[config.mk]
export PLATFORM = sky130hd
export DESIGN_NAME = mont_seq_ctrl
export DESIGN_NICKNAME = d
export VERILOG_FILES = /design/src/rtl/mont_seq_ctrl.sv
export SDC_FILE = /design/constraint.sdc
export NUM_CORES = 1
export LEC_CHECK = 0
export CORE_ASPECT_RATIO = 1.2
export CORE_UTILIZATION = 45
export CTS_BUF_LIST = sky130_fd_sc_hd__clkbuf_8 sky130_fd_sc_hd__clkbuf_16
export DETAILED_ROUTE_END_ITERATION = 12
export DONT_BUFFER_PORTS = 1
export PLACE_DENSITY = 0.64
export SLEW_MARGIN = 20
export SYNTH_ARGS = -nofsm -noshare
export SYNTH_HDL_FRONTEND = slang
export SYNTH_SLANG_ARGS = --single-unit
[constraint.sdc]
create_clock -name clk -period 2.5 [get_ports clk]
set_input_delay 0.25 -clock clk [delete_from_list [all_inputs] [get_ports clk]]
set_output_delay 0.25 -clock clk [all_outputs]
set_load 0.005 [all_outputs]
[src/rtl/mont_seq_ctrl.sv]
// mont_seq_ctrl
//   Sequencer for the carry-save Montgomery multiplier adder datapath.
//   One operation: clear the datapath, run the radix-2^DIGIT multiply loop
//   (one A digit per cycle), run one NCHUNK-step carry-propagate addition,
//   then repeat NCHUNK-step conditional-subtraction passes until the datapath
//   reports sub_done or MAX_SUB passes have elapsed (sticky error).
//
//   state | meaning
//   ------+---------------------------------------------------------------
//   IDLE  | waiting for start; all datapath controls at rest
//   CLEAR | one cycle with dp_resetn low
//   MUL   | multiply loop, c_doubleshift high, b_sel = current A digit
//   ADD   | carry-propagate addition, step_idx 0..NCHUNK-1
//   SUB   | subtraction passes, subtract high, step_idx 0..NCHUNK-1
//   DONE  | one-cycle done pulse; busy drops at the following edge
//
// Ports
//   clk, resetn                 clock, synchronous active-low reset
//   start, a_in                 operation request and multiplier operand
//   c_zero..c_three             quotient-digit bits from the datapath
//   sub_done                    datapath subtraction-finished flag
//   dp_resetn                   active-low datapath clear
//   c_doubleshift, subtract     carry-save shift enable / subtract select
//   step_idx                    chunk/step index to the datapath
//   b_sel, m_sel                B-multiple and M-multiple gate vectors
//   busy, done, error           status (error is sticky until next start)

module mont_seq_ctrl #(
    parameter int A_WIDTH = 512,
    parameter int DIGIT   = 4,
    parameter int NCHUNK  = 6,
    parameter int MAX_SUB = 4
) (
    input  logic               clk,
    input  logic               resetn,
    input  logic               start,
    input  logic [A_WIDTH-1:0] a_in,
    input  logic               c_zero,
    input  logic               c_one,
    input  logic               c_two,
    input  logic               c_three,
    input  logic               sub_done,
    output logic               dp_resetn,
    output logic               c_doubleshift,
    output logic               subtract,
    output logic [3:0]         step_idx,
    output logic [3:0]         b_sel,
    output logic [3:0]         m_sel,
    output logic               busy,
    output logic               done,
    output logic               error
);

    localparam int NITER = A_WIDTH / DIGIT;
    localparam int ITW   = (NITER > 1) ? $clog2(NITER) : 1;
    localparam int PW    = (MAX_SUB > 1) ? $clog2(MAX_SUB) : 1;

    typedef enum logic [2:0] {
        IDLE  = 3'd0,
        CLEAR = 3'd1,
        MUL   = 3'd2,
        ADD   = 3'd3,
        SUB   = 3'd4,
        DONE  = 3'd5
    } state_t;

    state_t             state;
    logic [A_WIDTH-1:0] aSh;
    logic [ITW-1:0]     iter;
    logic [3:0]         idx;
    logic [PW-1:0]      pass;

    // Quotient digit comes straight from the datapath in the same cycle.
    assign m_sel = (state == MUL) ? {c_three, c_two, c_one, c_zero} : 4'b0000;

    always_ff @(posedge clk) begin
        if (!resetn) begin
            state         <= IDLE;
            aSh           <= '0;
            iter          <= '0;
            idx           <= '0;
            pass          <= '0;
            dp_resetn     <= 1'b1;
            c_doubleshift <= 1'b0;
            subtract      <= 1'b0;
            step_idx      <= 4'd0;
            b_sel         <= 4'd0;
            busy          <= 1'b0;
            done          <= 1'b0;
            error         <= 1'b0;
        end else begin
            done <= 1'b0;
            case (state)
                IDLE: begin
                    if (start) begin
                        state     <= CLEAR;
                        aSh       <= a_in;
                        error     <= 1'b0;
                        busy      <= 1'b1;
                        dp_resetn <= 1'b0;
                    end
                end

                CLEAR: begin
                    // b_sel is registered, so the shift register runs one
                    // digit ahead of what the datapath currently sees.
                    state         <= MUL;
                    dp_resetn     <= 1'b1;
                    c_doubleshift <= 1'b1;
                    b_sel         <= aSh[3:0];
                    aSh           <= aSh >> DIGIT;
                    iter          <= '0;
                end

                MUL: begin
                    if (iter == ITW'(NITER - 1)) begin
                        state         <= ADD;
                        c_doubleshift <= 1'b0;
                        b_sel         <= 4'd0;
                        idx           <= 4'd0;
                        step_idx      <= 4'd0;
                    end else begin
                        iter  <= iter + 1'b1;
                        b_sel <= aSh[3:0];
                        aSh   <= aSh >> DIGIT;
                    end
                end

                ADD: begin
                    if (idx == 4'(NCHUNK - 1)) begin
                        state    <= SUB;
                        idx      <= 4'd0;
                        pass     <= '0;
                        subtract <= 1'b1;
                        step_idx <= 4'd0;
                    end else begin
                        idx      <= idx + 4'd1;
                        step_idx <= idx + 4'd1;
                    end
                end

                SUB: begin
                    if (idx == 4'(NCHUNK - 1)) begin
                        if (sub_done || (pass == PW'(MAX_SUB - 1))) begin
                            state    <= DONE;
                            subtract <= 1'b0;
                            step_idx <= 4'd0;
                            done     <= 1'b1;
                            if (!sub_done) begin
                                error <= 1'b1;
                            end
                        end else begin
                            pass     <= pass + 1'b1;
                            idx      <= 4'd0;
                            step_idx <= 4'd0;
                        end
                    end else begin
                        idx      <= idx + 4'd1;
                        step_idx <= idx + 4'd1;
                    end
                end

                DONE: begin
                    state <= IDLE;
                    busy  <= 1'b0;
                end

                default: begin
                    state <= IDLE;
                end
            endcase
        end
    end

endmodule

# --- Word level (Yosys, flattened, before mapping) ---
# Index checks and enable logic that the tools add are counted.
op_classes:
  n_eq_ne: 17
  reduce_logical: 23
  addsub: 3
  mux: 39
ops:
  columns: ["op", "count"]
  rows:
  - ["512-bit one-hot mux with 3 select lines", 1]
  - ["512-bit two-way mux", 2]
  - ["4-bit two-way mux", 6]
  - ["4-bit one-hot mux with 2 select lines", 2]
  - ["3-bit two-way mux", 5]
  - ["3-bit one-hot mux with 5 select lines", 1]
  - ["2-bit inequality test (second input constant)", 7]
  - ["7-bit one-hot mux with 2 select lines", 1]
  - ["4-bit one-hot mux with 3 select lines", 1]
  - ["2-bit nonzero test", 6]
  - ["1-bit two-way mux", 10]
  - ["1-bit one-hot mux with 2 select lines", 5]
  - ["2-bit AND reduction", 5]
  - ["5-bit AND reduction", 2]
  - ["3-bit AND reduction", 3]
  - ["4-bit AND reduction", 2]
  - ["7-bit by 1-bit adder with 7-bit output (second input constant)", 1]
  - ["7-bit equality test (second input constant)", 1]
  - ["7-bit two-way mux", 1]
  - ["3-bit by 2-bit equality test with 1-bit output (second input constant)", 2]
  - ["3-bit equality test (second input constant)", 2]
  - ["2-bit two-way mux", 3]
  - ["3-bit nonzero test", 2]
  - ["4-bit by 1-bit adder with 4-bit output (second input constant)", 1]
  - ["10 further kinds", 10]
totals:
  ff_bits: 542
  input_bits: 520
  elab_cells: 95

# --- Longest topological paths before layout ---
logic_depth:
  word_depth: 5
  mapped_depth: 8

# --- Worst setup path before layout ---
# OpenSTA, ideal clock, no wires.
synth_timing:
  path_kind: "reg2reg"
  start: "register iter[0]"
  end: "register aSh[409]"
  slack_ns: 0.682
  arrival_time_ns: 1.681
  path_stages_with_launch: 9
  period_less_slack_ns: 1.818
  n_path_buf: 3
  required_ns: 2.363
  path_cell_list: "dfxtp_1 -> ha_1 -> nand3_1 -> o211a_1 -> buf_2 -> buf_6 -> buf_2 -> o31ai_1 -> a31oi_1"
synth_via:
  elab_chain_cells: 3
synth_lines:
  columns: ["element", "line_no", "text"]
  rows:
  - ["start, declared", "69", "logic [ITW-1:0] iter;"]
  - ["start signal, assigned", "123", "iter <= iter + 1'b1;"]
  - ["7-bit equality test", "116", "if (iter == ITW'(NITER - 1)) begin"]
  - ["2-bit inequality test (no line)", null, null]
  - ["3-bit AND reduction (no line)", null, null]
  - ["end signal, assigned", "97", "aSh <= a_in;"]
  - ["end signal, assigned", "111", "aSh <= aSh >> DIGIT;"]
  - ["end signal, assigned", "125", "aSh <= aSh >> DIGIT;"]
  - ["end, declared", "68", "logic [A_WIDTH-1:0] aSh;"]
# No other way between the ends.
# A chain may end at the register's enable or synchronous reset.

# --- Worst setup path in the final report ---
layout_timing:
  start: "register state[1]"
  end: "register b_sel[1]"
layout_via:
  elab_chain_cells: 2
  elab_cells_between_ends: 4
layout_lines:
  columns: ["element", "line_no", "text"]
  rows:
  - ["start, declared", "67", "state_t state;"]
  - ["start signal, assigned", "78", "state <= IDLE;"]
  - ["start signal, assigned", "96", "state <= CLEAR;"]
  - ["start signal, assigned", "107", "state <= MUL;"]
  - ["3-bit by 2-bit equality test with 1-bit output / 3-bit by 1-bit equality test with 1-bit output (equally long branches)", "93", "case (state)"]
  - ["4-bit one-hot mux with 2 select lines / 2-bit nonzero test (equally long branches)", null, null]
  - ["end signal, assigned", "110", "b_sel <= aSh[3:0];"]
  - ["end signal, assigned", "124", "b_sel <= aSh[3:0];"]
  - ["end, declared", "47", "output logic [3:0] b_sel,"]
# Parallel ways exist; a longest one is shown, timed or not.

==> reports/metrics.csv <==
metric,value,unit
share of layout cells above drive strength 1,5.31,%
# setup viols final,1,
CP Capture Type,register,
crit path DAT,3.05,ns
worst reg-to-reg setup slack,-0.01,ns
Rows,92,
GPL Wtd Cong,0.844,
status,finished with violations,
worst skew pair latency,0.60,ns
width of the die,214,um
Final period util,101,%
R2R Path Start,state[1],
HP Class,primary input to register,
die area,54700,um2
drt pass-1 iters,7,
largest cells by area after synthesis,"dfxtp_1, nand2_1, o31ai_1, a31oi_1, clkbuf_1",
failing checks,"hold timing, slew limit, setup timing",
worst setup path start,state[1],
FMAX,0.398,GHz
Placeable Area,52800,um2
Synth top area share,44.9,%
Yosys cell types,50,
MaxCap Viol Count,0,
Worst-path clk slew,0.06,ns
wire per inst,19.9,um
largest net degree at the start of global routing,545,
cell area power density,783,nW/um2
synthesis-to-layout area growth,32.9,%
Clock Skews,0.0122,ns
Crit Path Max Fanout,39,
startpoint types,register,
asr flop ratio synth,0,%
CTS sink count,542,
register area share after synthesis,44.9,%
Post-synth top cells,"nand2_1, dfxtp_1, o31ai_1, a31oi_1, clkbuf_1",
Leak Pwr,0.0126,uW
setup ws final,-0.0133,ns
Hold Slack,-0.215,ns
"EDFF count, synth",0,
CTS tree,done,
design area,32200,um2
Yosys top cell by area,dfxtp_1,
r2r worst-path depth,7,
top-count cell post-synth,nand2_1,
Seq cells post-synth,542,
kind of critical path,register to register,
overall power,25200,uW
Final Hold Vio Count,107,
Initial Utilization,45.8,%
die height,256,um
DP Area,24600,um2
fin util,60.9,%
Ys Warns,0,
minimum clock period,2.51,ns
"Slew Viols, Final",269,
Vias/cell,6.12,
initial antenna violation count,22,
end point of the critical path,b_sel[1],
worst vdd ir,0.595,mV
number of global-route vias before repair,24300,
# port buffers,0,
Synthesized Nets,3603,
Main synth FF type,dfxtp_1,
Tot GR Track Use,28.5,%
Critical Path RT,3.03,ns
# nets final,3948,
Routed WL,83500,um
I/O Pins,538,
cell count after synthesis,3079,
worst reg2reg endpoint,b_sel[1],
number of DRC markers in iteration 0,2742,
CTS root buffer,clkbuf_16,
clock buffer depth,3,
H-Tree Depth,2,
syn avg cell area,7.86,um2
antenna-violating nets left,0,
Post-Syn Area,24200,um2
total negative slack,-0.0133,ns
first-pass GRT wire length,128000,um
detailed placement HPWL,47200,um
relative slew slack,-51.8,%
aggregate global routing overflow,0,
Worst Tran Pin Value,2.28,ns
routed vias,25700,
CTS buffer count,55,
# DRC,0,
==> power breakdown <==
group | switching (uW) | leakage, uW | internal [uW]
Clock | 3540 | 0.000956 | 5000
Sequential | 748 | 0.00450 | 9990
Combinational | 3520 | 0.00710 | 2370
Total | 7800 | 0.0126 | 17400
==> flip-flops by register name, summed over array words and instances (netlist names) <==
| name | cells |
|---|---|
| iter | 7 |
| done | 1 |
| subtract | 1 |
| pass | 2 |
| step_idx | 4 |
| state | 3 |
| busy | 1 |
| dp_resetn | 1 |
| c_doubleshift | 1 |
| idx | 4 |
| aSh | 512 |
| error | 1 |
| b_sel | 4 |
==> repair_timing <==
action	4_1_cts	5_1_grt
endpoints found under the setup margin	0	18
gates resized for setup	0	7
endpoints found under the hold margin	536	196
hold buffers	536	21
buffers inserted	0	5
==> layout make-up <==
cell class,count,area (um2)
well taps,705,882
repair buffers,637,6680
clock inverters,25,246
flip-flops and latches,542,10900
diodes,22,55.1
fillers,4261,20700
inverters,5,18.8
multi-input cells,2183,11800
clock buffers,72,1610
==> worst min path at each step <==
| stage | startpoint | endpoint | cells after the start |
|---|---|---|---|
| 2_1_floorplan | a_in[429] | aSh[429] | 2 |
| 3_3_place_gp | a_in[96] | aSh[96] | 2 |
| 3_5_place_dp | a_in[96] | aSh[96] | 2 |
| 4_1_cts | resetn | aSh[72] | 2 |
| 5_1_grt | resetn | aSh[76] | 2 |
| 6_report | resetn | aSh[75] | 2 |
==> layout by cell type (no fill, tap or decap), types with 12 or more instances in the layout <==
| master | synthesis | final |
|---|---|---|
| a31oi_1 | 509 | 509 |
| buf_12 | 0 | 37 |
| buf_4 | 9 | 40 |
| clkbuf_16 | 0 | 56 |
| clkbuf_8 | 0 | 17 |
| dfxtp_1 | 542 | 540 |
| diode_2 | 0 | 22 |
| dlygate4sd3_1 | 0 | 557 |
| inv_1 | 5 | 15 |
| nand2_1 | 1042 | 1042 |
| nand3_1 | 13 | 12 |
| o31ai_1 | 511 | 511 |
==> per-layer routing <==
layer / vias to the layer above / routed length, um / track usage [%]
li1: 11900 / - / -
met1: 12100 / 34000 / 36.7
met2: 1320 / 39400 / 45.0
met3: 321 / 6380 / 6.22
met4: 2 / 3740 / 13.7
met5: - / 13 / 0
==> cells by family (layout without fill, tap and decap cells) <==
family,count (synthesis),after routing,share of synthesized area [%]
and+or+nand+nor,1109,1109,17.8
AOI/OAI and AO/OA,1066,1066,30.3
DFF,542,542,44.9
buffers and inverters,354,739,6.62
adders and majority gates,4,4,0.207
muxes,3,3,0.124
xor gates and xnor gates,1,1,0.0362
other,0,22,0
==> stage by stage <==
stage / setup slack [ns] / cells / hold slack (ns)
after floorplan: 0.682 / 3079 / 0.404
after global placement: 0.380 / 3509 / 0.406
after detailed placement: 0.284 / 3509 / 0.410
after CTS: 0.0212 / 4142 / -0.211
after global routing: -0.109 / 4190 / -0.229
final: -0.0133 / 4191 / -0.215
==> critical path: stages, from the launching register on <==
cell	delay, ns
dfxtp_1	0.36
nand2b_1	0.24
a21oi_4	0.27
buf_12	0.26
buf_4	0.27
nand3_1	0.12
a21boi_0	0.29
dlygate4sd3_1	0.63
Power figures use the tool's default switching activity.
